### src/rtl/div_pkg.sv
// Shared arithmetic definitions: adder width and the FSM state codes
// common to the divider and multiplier, so one top-level adder mux can decode both.
`default_nettype none
`ifndef DIV
`define DIV
package div_pkg;
    localparam int ADDER_W = 16;

    typedef enum logic [1:0] {
        IDLE = 2'd0,
        NEG  = 2'd1,
        TRY  = 2'd2,
        INC  = 2'd3
    } state_t;
endpackage
`endif
`default_nettype wire

### src/rtl/div.sv
// Sequential unsigned restoring divider that borrows the shared adder for both
// the trial subtraction and the bit counter.
`default_nettype none
module div #(
    parameter int W       = 8,
    parameter int ADDER_W = div_pkg::ADDER_W
) (
    input  logic               clk,
    input  logic               rst,
    input  logic [W-1:0]       a_i,
    input  logic [W-1:0]       b_i,
    input  logic               start,
    output logic               busy,
    output logic               done,
    output logic               div_by_zero,
    output logic [W-1:0]       quotient,
    output logic [W-1:0]       remainder,
    output logic [ADDER_W-1:0] sum_in_a,
    output logic [ADDER_W-1:0] sum_in_b,
    input  logic [ADDER_W-1:0] sum_out
);
    import div_pkg::*;

    localparam int CW = $clog2(W);

    state_t             state, state_nx;
    logic [W-1:0]       a, b, q;
    logic [ADDER_W-1:0] r, negb, s;
    logic [CW-1:0]      ctr;
    logic               q_bit;
    logic               last;
    logic               unused_r_msb;

    // The dividend register shifts left each trial, so its MSB is always the next bit.
    assign s            = {r[ADDER_W-2:0], a[W-1]};
    assign q_bit        = ~sum_out[ADDER_W-1];
    assign last         = (ctr == CW'(W-1));
    assign busy         = (state != IDLE);
    assign unused_r_msb = r[ADDER_W-1];

    always_comb begin
        state_nx = state;
        sum_in_a = '0;
        sum_in_b = '0;
        case (state)
            IDLE: begin
                if (start && (b_i != '0)) state_nx = NEG;
            end
            NEG: begin
                sum_in_a = ~{{(ADDER_W-W){1'b0}}, b};
                sum_in_b = ADDER_W'(1);
                state_nx = TRY;
            end
            TRY: begin
                sum_in_a = s;
                sum_in_b = negb;
                state_nx = last ? IDLE : INC;
            end
            INC: begin
                sum_in_a = ADDER_W'(ctr);
                sum_in_b = ADDER_W'(1);
                state_nx = TRY;
            end
            default: state_nx = IDLE;
        endcase
    end

    always_ff @(posedge clk or negedge rst) begin
        if (!rst) begin
            state       <= IDLE;
            done        <= 1'b0;
            div_by_zero <= 1'b0;
            quotient    <= '0;
            remainder   <= '0;
            a           <= '0;
            b           <= '0;
            q           <= '0;
            r           <= '0;
            negb        <= '0;
            ctr         <= '0;
        end else begin
            state <= state_nx;
            done  <= 1'b0;
            case (state)
                IDLE: begin
                    if (start) begin
                        if (b_i != '0) begin
                            a           <= a_i;
                            b           <= b_i;
                            r           <= '0;
                            q           <= '0;
                            ctr         <= '0;
                            div_by_zero <= 1'b0;
                        end else begin
                            quotient    <= '1;
                            remainder   <= a_i;
                            div_by_zero <= 1'b1;
                            done        <= 1'b1;
                        end
                    end
                end
                NEG: negb <= sum_out;
                TRY: begin
                    r <= q_bit ? sum_out : s;
                    q <= {q[W-2:0], q_bit};
                    a <= {a[W-2:0], 1'b0};
                    if (last) begin
                        quotient  <= {q[W-2:0], q_bit};
                        remainder <= q_bit ? sum_out[W-1:0] : s[W-1:0];
                        done      <= 1'b1;
                    end
                end
                INC: ctr <= sum_out[CW-1:0];
                default: ;
            endcase
        end
    end
endmodule
`default_nettype wire

### config.mk
export PLATFORM = sky130hd
export DESIGN_NAME = div
export DESIGN_NICKNAME = d
export VERILOG_FILES = /design/src/rtl/div_pkg.sv /design/src/rtl/div.sv
export SDC_FILE = /design/constraint.sdc
export NUM_CORES = 1
export LEC_CHECK = 0
export BUFFER_PORTS_ARGS = -buffer_cell sky130_fd_sc_hd__clkbuf_2
export CAP_MARGIN = 20
export CORE_UTILIZATION = 40
export DETAILED_ROUTE_END_ITERATION = 8
export GPL_TIMING_DRIVEN = 0
export PLACE_DENSITY_LB_ADDON = 0.05
export SLEW_MARGIN = 10
export SYNTH_ARGS = -nofsm -noshare
export SYNTH_HDL_FRONTEND = slang
export SYNTH_SLANG_ARGS = --single-unit
### constraint.sdc
create_clock -name clk -period 2 [get_ports clk]
set_input_delay 0.2 -clock clk [delete_from_list [all_inputs] [get_ports clk]]
set_output_delay 0.2 -clock clk [all_outputs]
set_load 0.02 [all_outputs]
==> metrics.md, run 1 <==
| Metric | Value |
|---|---|
| Outcome | finished clean |
| Worst-path maximum fanout | 10 |
| Port bufs | 84 |
| Max Freq | 0.514 GHz |
| PD cells | 1710 nW/um^2 |
| DR pass1 iterations | 4 |
| Minimum clock period | 1.95 ns |
| Predominant post-synthesis flop cell | dfrtp_1 |
| Dominant cells by area after synthesis | dfrtp_1, mux2_2, mux2i_1, nand2_1, o2bb2ai_1 |
| Wirelength, routed | 8.84 mm |
| Synth top area share | 53.3% |
| Synthesized net count | 366 |
| Core ar. | 8720 sq um |
| Largest area contributor in the netlist | dfrtp_1 |
| Worst-skew pair later-pin latency | 0.35 ns |
| Final setup viols | 0 |
| Synth Area per Inst | 10.9 sq um |
| Starting Density | 41.5% |
| EDFF count, synth | 0 |
| Crit-path slowest cell | dfrtp_1 |
| TritonCTS clock tree | yes |
| Vias in the first global route | 2694 |
| Layout net count | 466 |
| Worst hold path class | input port to flip-flop |
| Buf+Inv Stages, Crit Path | 4 |
| Worst-path cell chain | clkbuf_4, nor2b_4, buf_8, clkbuf_8, nand2_1, o21ai_0, buf_4 |
| H-Tree Depth | 3 |
| Fin cells | 544 |
| Avg Vias per Cell | 5.11 |
| # fillers | 839 |
| Wirelength per Cell | 16.3 um |
| Pre-CTS setup slack | -0.201 ns |
| P&R area growth vs syn | 24.0% |
| Ant. Diodes | 0 |
| Sequential share of the synthesized area | 53.3% |
| Leak | 2.24 nW |
| GPL Wtd Cong | 0.760 |
| Chip Height | 97.1 um |
| Critical Path AT | 1.75 ns |
| Skew final | 0.00839 ns |
| Final ANT Viol Nets | 0 |
| Startpoint Class | flip-flop |
| Critical Path End Type | output pin |
| Top-count cell post-synth | dfrtp_1 |
| Chip width | 97.1 um |
| Setup ws final | 0.0537 ns |
| Maximum vdd drop | 761 uV |
| Largest net degree at the start of global routing | 58 |
| Max Cap Viol | 0 |
| Yosys reg bits | 77 |
| Asr flop ratio synth | 100% |
| CP Class | flip-flop to output pin |
| CTS Buf Count | 9 |
| Via Count | 2779 |
| Drt drc | 0 |
| Fin. max-slew vios | 0 |
| Max_slew headroom | 52.9% |
| FP Rows | 34 |
| Worst Path Required | 1.80 ns |
| Max incr delay on CP | 0.37 ns |
| First-pass GRT wire length | 14.3 mm |
| Synth warn | 0 |
| Root Driver | clkbuf_8 |
| Post-synthesis cell type count | 30 |
| Post-Syn Area | 3620 sq um |
| Most common library cells after synthesis | dfrtp_1, nand2_1, mux2_2 |
| CTS max path bufs | 2 |
| CTS clk-pin slew, worst paths | 0.08 ns |
| Final period util | 97.3% |
| Initial antenna violation count | 0 |
| Die ar. | 9420 sq um |
| Grt ovf | 0 |
| IO Count | 86 |
| Least-Margin Pin Slew | 0.705 ns |
| Clock sinks | 77 |
| DRT iter0 DRCs | 95 |
| Hpwl dp | 6.33 mm |
| Share of cells above drive strength 1 | 37.6% |
| GRT Total Usage | 19.5% |
| Syn Inst Count | 331 |
| Fin. Hold Viols | 0 |
| Post-Place Cells | 524 |
| CP delay by family, top | buffers and inverters |
==> worst min-delay path: stages <==
cell	delay, ns
clkbuf_2	0.09
nand2_1	0.06
a21oi_1	0.05
==> layout make-up <==
type,instances,area [sq um],share of cell area [%]
Sequential cell,77,1930,43.0
Timing Repair Buffer,90,495,11.0
Inverter,12,45.0,1.00
Buffer,21,161,3.60
Clock buffer,9,124,2.76
Tap cell,108,135,3.01
Clock inverter,7,51.3,1.14
Multi-Input combinational cell,220,1550,34.4
==> logic make-up (layout without fill, tap and decap cells) <==
family          Yosys count  count (layout)  share of synthesized area, %
simple gates            103             103                          13.8
flops                    77              77                          53.3
compound gates           59              59                          11.5
mux                      58              58                          17.2
buf+inv                  34             139                          4.26
==> cells in the final DEF, fill, tap and decap left out, drive strengths merged, types with 7 or more instances in the layout <==
master | netlist | routed
mux2 | 32 | 32
inv | 12 | 13
mux2i | 26 | 26
nor2 | 10 | 10
clkbuf | 9 | 98
o21ai | 23 | 23
o211ai | 7 | 7
o2bb2ai | 14 | 14
nand3 | 10 | 10
buf | 13 | 21
dfrtp | 77 | 77
and2 | 15 | 15
nand2 | 59 | 59
==> sequential cells by signal, summed over array words and instances (netlist names) <==
signal and count:
a 8, b 8, ctr 3, div_by_zero 1, done 1, negb 16
q 7, quotient 8, r 15, remainder 8, state 2
==> final timing paths <==
check | startpoint | slack [ns] | to | cells after the start
worst max-delay path | state[0]$_DFFE_PN0P_ | 0.05 | sum_in_a[6] | 7
worst min-delay path | a_i[0] | 0.1 | a[0]$_DFFE_PN0P_ | 3
max in group asynchronous | rst | 1.09 | state[1]$_DFFE_PN0P_ | 3
worst max register to register | state[0]$_DFFE_PN0P_ | 0.14 | remainder[4]$_DFFE_PN0P_ | 6
min in group asynchronous | rst | 0.30 | quotient[4]$_DFFE_PN0P_ | 2
worst min register to register | negb[13]$_DFFE_PN0P_ | 0.50 | negb[13]$_DFFE_PN0P_ | 1
==> layer usage <==
layer | track usage, % | vias up | wire length (um)
met2 | 27.4 | 75 | 3780
met3 | 3.24 | 9 | 411
met4 | 7.23 | 0 | 113
li1 | - | 1340 | -
met1 | 29.9 | 1355 | 4540
met5 | 0 | - | 0
==> power by group <==
| group | internal (W) | leakage [nW] | switching, W |
|---|---|---|---|
| clock | 0.000454 | 0.0856 | 0.000604 |
| sequential | 0.00227 | 0.941 | 0.000417 |
| combinational | 0.00161 | 1.21 | 0.00229 |
==> what timing repair did <==
action	in CTS	in global routing
hold buffers	1	0
buffers inserted	0	3
endpoints found under the setup margin	31	28
hold endpoints to repair	20	0
gates cloned	0	1
resized for setup	18	16
==> per-stage QoR <==
stage	area [sq um]	total power [W]	hold WS [ns]	setup TNS (ns)	utilization, %
5_1_grt	4490	0.00822	0.0935	-0.0999	51.4
4_1_cts	4440	0.00759	0.0897	0	50.9
2_1_floorplan	3620	0.00516	-0.0956	0	-
3_3_place_gp	4170	0.00632	0.458	-7.40	47.8
6_report	4490	0.00765	0.0957	0	51.4
3_5_place_dp	4200	0.00638	0.146	-2.42	48.2
(Power assumes the default switching activity.)
==> inputs of run 2 (changes only) <==
- SETUP_SLACK_MARGIN: not set -> 0.1
==> run 2 against run 1 <==
Effect of this change:
- total power shrank 0.14%
- core utilization about the same
- register-to-register slack improved by 0.05 ns
- fmax up 6.4%
- non-clock buffer count is 1 lower
- sequential cell count is the same
- largest cell class unchanged
- highest routed layer unchanged
==> metrics.md, run 2 (synthesis gave the netlist of run 1 again) <==
| Metric | Value |
|---|---|
| CTS clk-pin slew, worst paths | 0.08 ns (about the same) |
| DP Area | 4200 sq um (unchanged) |
| # fillers | 842 (+0.36%) |
| Worst-path cell chain | buf_6, nor2b_4, buf_8, clkbuf_16, nand2_1, o21ai_1, clkbuf_2 |
| Wirelength, routed | 8.69 mm (-1.7%) |
| Ant. Diodes | 0 (unchanged) |
| CTS Buf Count | 9 (unchanged) |
| Switch share | 43.2% (-0.13 points) |
| Register bank with the most flops | negb |
| Most common cell after layout, fill and taps aside | clkbuf_2 |
| Worst hold path cell count | 3 (unchanged) |
| GPL Wtd Cong | 0.760 (unchanged) |
| Pwr Total | 0.00764 W (-0.14%) |
| Port bufs | 84 (unchanged) |
| Maximum vdd drop | 766 uV (+0.64%) |
| Vias in the first global route | 2708 (+0.52%) |
| Via Count | 2784 (+0.18%) |
| Clock sinks | 77 (unchanged) |
| Worst-path maximum fanout | 9 (-1) |
| Core ar. | 8720 sq um (unchanged) |
| H-Tree Depth | 3 (unchanged) |
| NetSw | 0.00330 W (-0.44%) |
| Min-Delay Startpoint | a_i[0] |
| Max Freq | 0.547 GHz (+6.4%) |
| Least-Margin Pin Slew | 0.699 ns (-0.00608 ns) |
| Worst hold path class | input port to flip-flop |
| DRT iter0 DRCs | 75 (-21%) |
| Drt drc | 0 (unchanged) |
| Wirelength per Cell | 16.0 um (-1.5%) |
| Layout net count | 465 (-0.21%) |
| PD cells | 1700 nW/um^2 (-0.19%) |
| Final setup viols | 0 (unchanged) |
| Outcome | finished clean |
| Leak | 2.24 nW (about the same) |
| IO Count | 86 (unchanged) |
| CTS max path bufs | 2 (unchanged) |
| TritonCTS clock tree | yes |
| Largest net degree at the start of global routing | 58 (unchanged) |
| Grt ovf | 0 (unchanged) |
| Max incr delay on CP | 0.38 ns (about the same) |
| Root Driver | clkbuf_8 |
| Max FFs per register | 16 (unchanged) |
| Max_slew headroom | 53.3% (+0.41 points) |
| Worst Path Required | 1.80 ns (about the same) |
| Sequential Power Share | 35.2% (about the same) |
| Chip Height | 97.1 um (unchanged) |
| Pre-CTS setup slack | -0.201 ns (unchanged) |
| Crit-path slowest cell | dfrtp_1 |
| Pint | 0.00434 W (about the same) |
| DR pass1 iterations | 4 (unchanged) |
| Share of cells above drive strength 1 | 37.7% (+0.086 points) |
| First-pass GRT wire length | 14.3 mm (+0.24%) |
| FP Rows | 34 (unchanged) |
| P&R area growth vs syn | 24.1% (about the same) |
| Fin. Hold Viols | 0 (unchanged) |
| Logic pwr share | 50.9% (about the same) |
| Setup ws final | 0.170 ns (+0.117 ns) |
| Critical Path End Type | output pin |
| Worst Reg-to-Reg Cells | 6 (unchanged) |
| Final period util | 91.5% (-5.8 points) |
| Minimum clock period | 1.83 ns (-0.117 ns) |
| Final ANT Viol Nets | 0 (unchanged) |
| Startpoint Class | flip-flop |
| Reg2reg start | state[0]$_DFFE_PN0P_ |
| Hpwl dp | 6.33 mm (unchanged) |
| Fin area | 4490 sq um (about the same) |
| CP delay by family, top | buffers and inverters |
| Max Cap Viol | 0 (unchanged) |
| GRT Total Usage | 19.5% (about the same) |
| Chip width | 97.1 um (unchanged) |
| Clock share of power | 13.8% (about the same) |
| Worst-skew pair later-pin latency | 0.35 ns (about the same) |
| Reg2reg end | remainder[4]$_DFFE_PN0P_ |
| Starting Density | 41.5% (unchanged) |
| Fin. max-slew vios | 0 (unchanged) |
| Die ar. | 9420 sq um (unchanged) |
| Initial antenna violation count | 0 (unchanged) |
| Top flop regs | negb x16, r x15 |
| CP Class | flip-flop to output pin |
| Most frequent cells in the layout | clkbuf_2, dfrtp_1, nand2_1, mux2_2, mux2i_1 |
| Buf+Inv Stages, Crit Path | 4 (unchanged) |
| Skew final | 0.00751 ns (-0.000878 ns) |
| Critical Path AT | 1.63 ns (-0.12 ns) |
| RSZ-0062 raised after global routing | no |
| Worst Hold Slack | 0.0945 ns (-0.00113 ns) |
| Avg Vias per Cell | 5.13 (+0.36%) |
| R2R setup slack | 0.19 ns (+0.05 ns) |
| Hold Path Sink | a[0]$_DFFE_PN0P_ |
## run 2: repair_timing
| action | CTS | global route |
|---|---|---|
| hold buffers | 1 | 0 |
| setup endpoints to repair | 32 | 32 |
| hold endpoints to repair | 20 | 0 |
| gates cloned | 0 | 0 |
| gates resized for setup | 23 | 20 |
| setup buffers | 2 | 0 |
## run 2: worst reg2reg max path: cells and delay by family (launching register included)
family	cells	cell delay, ns
AO/OA/AOI/OAI	1	0.34
buffers and inverters	3	0.52
flip-flops	1	0.38
multiplexers	1	0.32
AND/OR/NAND/NOR	1	0.13
## run 2: cell type report
type	instances	area [sq um]	area share (%)
sequential	77	1930	43.0
multi-input combinational	220	1550	34.5
timing repair buffer	88	483	10.8
buffer	22	173	3.85
tap	108	135	3.01
clock buffer	9	124	2.76
clock inverter	7	51.3	1.14
inverter	12	45.0	1.00
## run 2: worst max path at each step
stage / startpoint / to / slack, ns / cells after the start
detailed placement: state[0]$_DFFE_PN0P_ / sum_in_a[4] / -0.20 / 7
CTS: state[0]$_DFFE_PN0P_ / sum_in_a[4] / 0.04 / 7
global placement: state[0]$_DFFE_PN0P_ / sum_in_a[4] / -0.17 / 7
floorplan: state[0]$_DFFE_PN0P_ / remainder[4]$_DFFE_PN0P_ / 0.35 / 6
global route: state[0]$_DFFE_PN0P_ / sum_in_b[15] / 0.09 / 6
finish: state[0]$_DFFE_PN0P_ / sum_in_a[7] / 0.17 / 7
## run 2: power by group through the flow
stage                     registers [W]  logic [W]  clock network (W)
final                           0.00269    0.00389            0.00106
after global routing            0.00279    0.00426            0.00117
after CTS                       0.00269    0.00388            0.00109
after detailed placement        0.00271    0.00367                  0
after global placement          0.00269    0.00363                  0
after floorplan                 0.00278    0.00238                  0
## run 2: layer usage
metal  track usage, %  wire (um)
met2             27.6       3730
met1             29.8       4480
met4             7.23        120
met3             3.24        362
met5                0          0
## run 2: stage by stage
stage	cells	util [%]	setup TNS, ns
after floorplan	331	-	0
after global placement	523	47.8	-7.40
after detailed placement	524	48.2	-2.42
after CTS	543	51.2	0
after global routing	543	51.5	0
final	543	51.5	0
